### src/rtl/mul_div_unit.sv
// rtl/mul_div_unit.sv - iterative MIPS multiply/divide unit with HI/LO registers
// Optional FAST_MULT_EN: single-cycle combinational multiply; divides stay iterative.
module mul_div_unit #(
    parameter int DATA_W = 32
) (
    input  logic              clk,
    input  logic              rstn,
    input  logic              start,
    input  logic [1:0]        op,
    input  logic [DATA_W-1:0] operand_a,
    input  logic [DATA_W-1:0] operand_b,
    input  logic              write_hi,
    input  logic              write_lo,
    input  logic [DATA_W-1:0] write_data,
    output logic              busy,
    output logic              done,
    output logic [DATA_W-1:0] hi,
    output logic [DATA_W-1:0] lo
);

    localparam int CNT_W = $clog2(DATA_W);

    typedef enum logic [1:0] {
        S_IDLE = 2'd0,
        S_CALC = 2'd1,
        S_FIX  = 2'd2
    } state_t;

    state_t state_q, state_d;

    logic [CNT_W-1:0]    cnt_q, cnt_d;
    logic [1:0]          op_q, op_d;
    logic [DATA_W-1:0]   a_q, a_d;
    logic [DATA_W-1:0]   b_q, b_d;
    logic                neg_res_q, neg_res_d;
    logic                neg_rem_q, neg_rem_d;
    logic [2*DATA_W-1:0] acc_q, acc_d;
    logic [DATA_W-1:0]   hi_q, hi_d;
    logic [DATA_W-1:0]   lo_q, lo_d;
    logic                done_q, done_d;

    logic                start_ok;
    logic                a_neg, b_neg;
    logic [DATA_W-1:0]   a_abs, b_abs;
    logic [DATA_W:0]     mul_sum;
    logic [2*DATA_W-1:0] mul_step;
    logic [DATA_W:0]     rem_sh, div_diff;
    logic [2*DATA_W-1:0] div_step;
    logic [2*DATA_W-1:0] prod, prod_s;
    logic [DATA_W-1:0]   quo_s, rem_s;

    assign start_ok = start && (state_q == S_IDLE);

    // Signed ops are op[0]==0; magnitudes are iterated, signs fixed up at the end
    assign a_neg = ~op[0] & operand_a[DATA_W-1];
    assign b_neg = ~op[0] & operand_b[DATA_W-1];
    assign a_abs = a_neg ? (~operand_a + 1'b1) : operand_a;
    assign b_abs = b_neg ? (~operand_b + 1'b1) : operand_b;

    // Shift-add: acc = {partial product, remaining multiplier bits}
    assign mul_sum  = {1'b0, acc_q[2*DATA_W-1:DATA_W]} + {1'b0, (acc_q[0] ? a_q : {DATA_W{1'b0}})};
    assign mul_step = {mul_sum, acc_q[DATA_W-1:1]};

    // Restoring divide: acc = {partial remainder, dividend/quotient bits}
    assign rem_sh   = acc_q[2*DATA_W-1:DATA_W-1];
    assign div_diff = rem_sh - {1'b0, b_q};
    assign div_step = div_diff[DATA_W] ? {rem_sh[DATA_W-1:0], acc_q[DATA_W-2:0], 1'b0}
                                       : {div_diff[DATA_W-1:0], acc_q[DATA_W-2:0], 1'b1};

`ifdef FAST_MULT_EN
    assign prod = {{DATA_W{1'b0}}, a_q} * {{DATA_W{1'b0}}, b_q};
`else
    assign prod = acc_q;
`endif

    assign prod_s = neg_res_q ? (~prod + 1'b1) : prod;
    // Divide by zero leaves |a| as remainder, so only the quotient needs forcing
    assign quo_s  = (b_q == {DATA_W{1'b0}}) ? {DATA_W{1'b1}}
                  : (neg_res_q ? (~acc_q[DATA_W-1:0] + 1'b1) : acc_q[DATA_W-1:0]);
    assign rem_s  = neg_rem_q ? (~acc_q[2*DATA_W-1:DATA_W] + 1'b1) : acc_q[2*DATA_W-1:DATA_W];

    always_ff @(posedge clk or negedge rstn) begin
        if (!rstn) begin
            state_q <= S_IDLE;
        end else begin
            state_q <= state_d;
        end
    end

    always_comb begin
        state_d = state_q;
        case (state_q)
            S_IDLE: begin
                if (start) begin
`ifdef FAST_MULT_EN
                    state_d = op[1] ? S_CALC : S_FIX;
`else
                    state_d = S_CALC;
`endif
                end
            end
            S_CALC: begin
                if (cnt_q == CNT_W'(DATA_W - 1)) begin
                    state_d = S_FIX;
                end
            end
            S_FIX:   state_d = S_IDLE;
            default: state_d = S_IDLE;
        endcase
    end

    always_comb begin
        busy = (state_q != S_IDLE);
        done = done_q;
        hi   = hi_q;
        lo   = lo_q;
    end

    always_comb begin
        cnt_d     = cnt_q;
        op_d      = op_q;
        a_d       = a_q;
        b_d       = b_q;
        neg_res_d = neg_res_q;
        neg_rem_d = neg_rem_q;
        acc_d     = acc_q;
        hi_d      = hi_q;
        lo_d      = lo_q;
        done_d    = 1'b0;
        case (state_q)
            S_IDLE: begin
                if (start_ok) begin
                    op_d      = op;
                    a_d       = a_abs;
                    b_d       = b_abs;
                    neg_res_d = a_neg ^ b_neg;
                    neg_rem_d = a_neg & op[1];
                    cnt_d     = {CNT_W{1'b0}};
                    acc_d     = {{DATA_W{1'b0}}, (op[1] ? a_abs : b_abs)};
                end else begin
                    if (write_hi) hi_d = write_data;
                    if (write_lo) lo_d = write_data;
                end
            end
            S_CALC: begin
                cnt_d = cnt_q + 1'b1;
                acc_d = op_q[1] ? div_step : mul_step;
            end
            S_FIX: begin
                done_d = 1'b1;
                if (op_q[1]) begin
                    hi_d = rem_s;
                    lo_d = quo_s;
                end else begin
                    hi_d = prod_s[2*DATA_W-1:DATA_W];
                    lo_d = prod_s[DATA_W-1:0];
                end
            end
            default: ;
        endcase
    end

    always_ff @(posedge clk or negedge rstn) begin
        if (!rstn) begin
            cnt_q     <= {CNT_W{1'b0}};
            op_q      <= 2'b00;
            a_q       <= {DATA_W{1'b0}};
            b_q       <= {DATA_W{1'b0}};
            neg_res_q <= 1'b0;
            neg_rem_q <= 1'b0;
            acc_q     <= {2*DATA_W{1'b0}};
            hi_q      <= {DATA_W{1'b0}};
            lo_q      <= {DATA_W{1'b0}};
            done_q    <= 1'b0;
        end else begin
            cnt_q     <= cnt_d;
            op_q      <= op_d;
            a_q       <= a_d;
            b_q       <= b_d;
            neg_res_q <= neg_res_d;
            neg_rem_q <= neg_rem_d;
            acc_q     <= acc_d;
            hi_q      <= hi_d;
            lo_q      <= lo_d;
            done_q    <= done_d;
        end
    end

endmodule

### config.mk
export PLATFORM = sky130hd
export DESIGN_NAME = mul_div_unit
export DESIGN_NICKNAME = d
export VERILOG_FILES = /design/src/rtl/mul_div_unit.sv
export SDC_FILE = /design/constraint.sdc
export NUM_CORES = 1
export LEC_CHECK = 0
export CORE_ASPECT_RATIO = 1.75
export CORE_UTILIZATION = 25
export CTS_BUF_LIST = sky130_fd_sc_hd__clkbuf_4
export CTS_CLUSTER_DIAMETER = 200
export DETAILED_ROUTE_END_ITERATION = 16
export HOLD_SLACK_MARGIN = 0.15
export PLACE_DENSITY_LB_ADDON = 0.15
export SLEW_MARGIN = 25
export SYNTH_ARGS = -nofsm -noshare
export SYNTH_HDL_FRONTEND = slang
export SYNTH_SLANG_ARGS = --single-unit
### constraint.sdc
create_clock -name clk -period 4.1 [get_ports clk]
set_input_delay 0.615 -clock clk [delete_from_list [all_inputs] [get_ports clk]]
set_output_delay 0.615 -clock clk [all_outputs]
set_load 0.02 [all_outputs]
# Word-level counts from Yosys, hierarchy flattened
# Cells that the tools add are included.
# totals
mem_bits_rw,0
wordCells,75
mem_bits_ro,0
out_inout_bits,66
mem_count,0
inputBits,103
latchBits,0
register_bits,204
# op_classes
muxes,26
bitwise_logic,10
eq_ne,9
n_addsub,8
div,0
n_reduce_logical,11
multipliers,0
magnitude_cmp,0
n_shift,0
# op_table
op,count
two-way mux 32 bit,13
two-way mux 64 bit,4
"adder 32 x 1 -> 32 bit, second input constant",4
inverter 32 bit,4
case mux 32 bit (2 select lines),2
case mux 64 bit (2 select lines),1
"adder 64 x 1 -> 64 bit, second input constant",1
inverter 64 bit,1
adder 32 x 32 -> 33 bit,1
subtractor 33 x 32 -> 33 bit,1
logical NOT 32 bit,1
"!= test 2 bit, second input constant",6
case mux 5 bit (2 select lines),1
AND reduction 2 bit,3
AND reduction 3 bit,2
nonzero test 2 bit,3
"adder 5 x 1 -> 5 bit, second input constant",1
"== test 5 bit, second input constant",1
two-way mux 5 bit,1
two-way mux 2 bit,2
case mux 2 bit (2 select lines),1
bitwise AND 1 bit,3
"== test 2 x 1 -> 1 bit, second input constant",1
"== test 2 bit, second input constant",1
other kinds (5),5

# Depth between registers and ports, before layout
# logic_depth
depth_word,6
ltp_mapped,15
mapped_depth_nobuf,13

# Least setup slack after synthesis
# No wires, ideal clock.
# synth_timing
path_kind,register to register
from,reg acc_q[0]
to,reg acc_q[55]
setup_ns,0.135
required_ns,3.965
n_path_buf,2
stages_incl_launch_ff,16
t_arrival_ns,3.104
period_less_slack_ns,3.238
slack_ns,0.862
cell_sequence,dfrtp_1 -> clkbuf_1 -> clkbuf_1 -> and2_1 -> ha_1 -> inv_1 -> fa_1 -> nand2b_1 -> a21oi_1 -> o21ai_0 -> a2111oi_0 -> o2111ai_1 -> a31oi_1 -> o21ai_0 -> a32oi_1 -> o21ai_0
# synth_via
elab_chain_cells,4
# synth_rtl
element,line_no,rtl
from (decl),37,"logic [2*DATA_W-1:0] acc_q, acc_d;"
from (signal assigned),171,acc_q <= {2*DATA_W{1'b0}};
two-way mux 32 bit,61,"assign mul_sum = {1'b0, acc_q[2*DATA_W-1:DATA_W]} + {1'b0, (acc_q[0] ? a_q : {DATA_W{1'b0}})};"
adder 32 x 32 -> 33 bit,61,
two-way mux 64 bit,147,acc_d = op_q[1] ? div_step : mul_step;
case mux 64 bit (2 select lines),130,case (state_q)
# Every way passes these cells.
# A chain may end at the register's enable or synchronous reset.

# Worst setup path in the final report
# layout_timing
from,reg acc_q[17]
to,"reg hi_q[30], in the netlist hi[30]"
# layout_via
elab_chain_cells,5
# layout_rtl
element,line_no,rtl
inverter 64 bit,76,assign prod_s = neg_res_q ? (~prod + 1'b1) : prod;
adder 64 x 1 -> 64 bit,76,
two-way mux 64 bit,76,
two-way mux 32 bit,151,if (op_q[1]) begin
case mux 32 bit (2 select lines),130,
to (signal assigned),172,hi_q <= {DATA_W{1'b0}};
to (signal assigned),183,hi_q <= hi_d;
to (decl),38,"logic [DATA_W-1:0] hi_q, hi_d;"
# Every way passes these cells.

==> results.json <==
{
  "holdWs_ns": 0.3854,
  "worst_slew_pin_slew_ns": 0.9730,
  "cts.sinks": 203,
  "die_h_um": 338.5,
  "io_pins": 169,
  "synth_edf_count": 0,
  "finalMaxSlewViolations": 0,
  "cp-start-kind": "flop",
  "portBuffers": 168,
  "ant_nets": 0,
  "wl_per_cell_um": 25.12,
  "drt_pass1_iterations": 5,
  "netlist_top_cells_area": "dfrtp_1, mux2i_1, o21ai_0, nand2_1, ha_1",
  "drive_gt1_frac": 0.09734,
  "grt_pass1_vias": 16422,
  "syn_area_mm2": 0.01617,
  "reg2reg_from": "acc_q[17]",
  "critPathRequiredTime_ns": 4.69,
  "ys_seq_elements": 203,
  "layout_min_cycle_time_ns": 3.862,
  "die_area_mm2": 0.06575,
  "wl_met1_mm": 27.29,
  "root_buffer": "clkbuf_4",
  "crit_fanout": 5,
  "antenna_found_initial": 2,
  "critPathKind": "reg2reg",
  "syn_to_final_growth_pct": 22.83,
  "tns_ns": 0,
  "place.gp.congestion": 0.9316,
  "synth_cells": 1986,
  "ys.flop_type": "dfrtp_1",
  "cts_buffers": 54,
  "clock_latency_ns": 0.83,
  "max-vdd-ir-drop_v": 0.0003520,
  "fp-row-count": 123,
  "grtUsageTotal": 0.2283,
  "maxCapViolCount": 0,
  "die_w_um": 194.3,
  "hold_path_class": "in2async",
  "clockBufferDepth": 3,
  "finalWirelength_mm": 76.18,
  "hpwl_mm": 61.51,
  "fmax_ghz": 0.2589,
  "status": "completed",
  "final_cells": 3033,
  "critical_path_arrival_ns": 4.45,
  "synth-async-reset-ratio": 1.000,
  "cts_max_level": 2,
  "yosysSeqAreaShare": 0.3141,
  "worstRegToRegCells": 10,
  "r2r-end": "hi[30]",
  "routed.top_layer": "met5",
  "fill_cells": 6831,
  "skew_ns": 0.1179,
  "grt_max_degree": 80,
  "min_period_over_period": 0.9419,
  "rsz0062_at_grt": "no",
  "cp-end-kind": "flop",
  "fin_nets": 2356,
  "vias": 15888,
  "setup_viol": 0,
  "dr_wl_met2_mm": 40.26,
  "clk_pin_slew_ns": 0.07,
  "yosysUniqueCellTypes": 83,
  "grt_overflow": 0,
  "synth_area_leader_cell": "dfrtp_1",
  "drt_first_iter_violations": 949,
  "hold_viol": 0,
  "route.met3.wl_mm": 2.265,
  "drc": 0,
  "viasPerCell": 5.238,
  "yosysTopAreaCellShare": 0.3141,
  "syn_avg_cell_area_um2": 8.143,
  "core_mm2": 0.06418,
  "grt_pass1_wl_mm": 110.1,
  "synth_warnings": 0,
  "initial_utilization": 0.2520,
  "power_density_mw_per_mm2": 930.8,
  "power_leakage_nw": 8.441,
  "relSlewSlack": 0.3507,
  "cts_tree": "yes",
  "dp_cells": 2936,
  "syn-num-nets": 2161,
  "r2r_slack_ns": 0.24
}
-- cell type report --
| class | instances | area, um^2 | area share |
|---|---|---|---|
| multi-input cells | 1594 | 10370 | 0.5220 |
| flip-flops and latches | 203 | 5081 | 0.2558 |
| repair buffers | 262 | 2456 | 0.1236 |
| well taps | 812 | 1016 | 0.05115 |
| clock buffers | 78 | 585.6 | 0.02948 |
| inverters | 66 | 247.7 | 0.01247 |
| clock inverters | 16 | 102.6 | 0.005165 |
| diodes | 2 | 5.005 | 0.0002520 |
-- layout by cell type (no fill, tap or decap), drive strengths merged, types with 42 or more instances in the layout --
cell type      count
a21oi            138
buf               93
clkbuf            79
clkdlybuf4s50    167
dfrtp            203
ha                70
inv               67
mux2i            103
nand2            254
nor2             120
nor3              42
o21ai            207
xnor2             91
xor2              79
-- worst max path at each step --
stage | start | endpoint | depth (start not counted)
CTS | acc_q[0] | acc_q[62] | 13
floorplan | acc_q[0] | acc_q[55] | 15
global route | acc_q[0] | acc_q[59] | 14
global placement | acc_q[0] | acc_q[62] | 13
detailed placement | acc_q[0] | acc_q[62] | 13
finish | acc_q[17] | hi[30] | 10
-- layer usage --
metal  up-vias  GRT usage
met2       477     0.4287
met5         -          0
met1      7667     0.2309
li1       7580          -
met4         2     0.1738
met3       162    0.02129
-- power by group --
group	switching, W	internal (W)	total [W]
logic	0.00738	0.00500	0.0124
clock network	0.000975	0.000937	0.00191
registers	0.00121	0.00299	0.00420
total	0.00957	0.00892	0.0185
-- metrics by stage --
step / total power [W] / utilization / instance area [um^2] / worst slack, ns
final: 0.01849 / 0.3095 / 19860 / 0.2381
after global routing: 0.01985 / 0.3095 / 19860 / 0.03852
after CTS: 0.01859 / 0.3093 / 19850 / 0.1928
after detailed placement: 0.01657 / 0.2985 / 19150 / 0.2960
after global placement: 0.01652 / 0.2985 / 19150 / 0.3027
after floorplan: 0.01166 / - / 16170 / 0.8616
-- flip-flops by register name (all words and copies together) (netlist names), 2 cells and up --
name,flops
state_q,2
hi,32
b_q,32
a_q,32
cnt_q,5
acc_q,64
lo,32
-- synth_stat cells (11+ instances only) --
cell      count
inv_1        65
o221ai_1     13
and2_1       35
nor2_1      119
nor4_1       27
nor2b_1      17
or3_1        19
o211ai_1     19
a31oi_1      20
a211oi_1     14
a21oi_1     138
nand2b_1     22
xnor2_1      91
o21a_1       14
mux2i_1     103
nor3_1       40
ha_1         70
nand2_1     254
o21ai_0     199
a22oi_1      40
xor2_1       79
nand4_1      16
and3_1       21
dfrtp_1     203
a21o_1       20
o31ai_1      23
nand3_1      38
o41ai_1      11
clkbuf_1    105
-- cells by family after synthesis --
kind of cell / Yosys count / share of synthesized area
AOI/OAI and AO/OA: 597 / 0.2306
xor gates and xnor gates: 170 / 0.09207
adders and majority gates: 72 / 0.05663
buffers and inverters: 189 / 0.04743
DFF: 203 / 0.3141
muxes: 104 / 0.06445
and+or+nand+nor: 651 / 0.1947
-- worst max-delay path, cell delays in order, from the launching register on --
cell	delay, ns
dfrtp_1	0.45
or3_1	0.47
nor4_1	0.57
nand4_1	0.29
nor2_1	0.46
nand3b_1	0.17
a2111oi_0	0.68
buf_4	0.21
o21ai_0	0.10
mux2i_1	0.16
o21ai_0	0.08
-- what timing repair did --
item,4_1_cts,5_1_grt
resized for setup,0,4
hold buffers,1,0
endpoints found under the setup margin,0,1
setup buffers,0,0
hold endpoints to repair,63,0
Note: power is estimated with default switching activity, not from simulation.
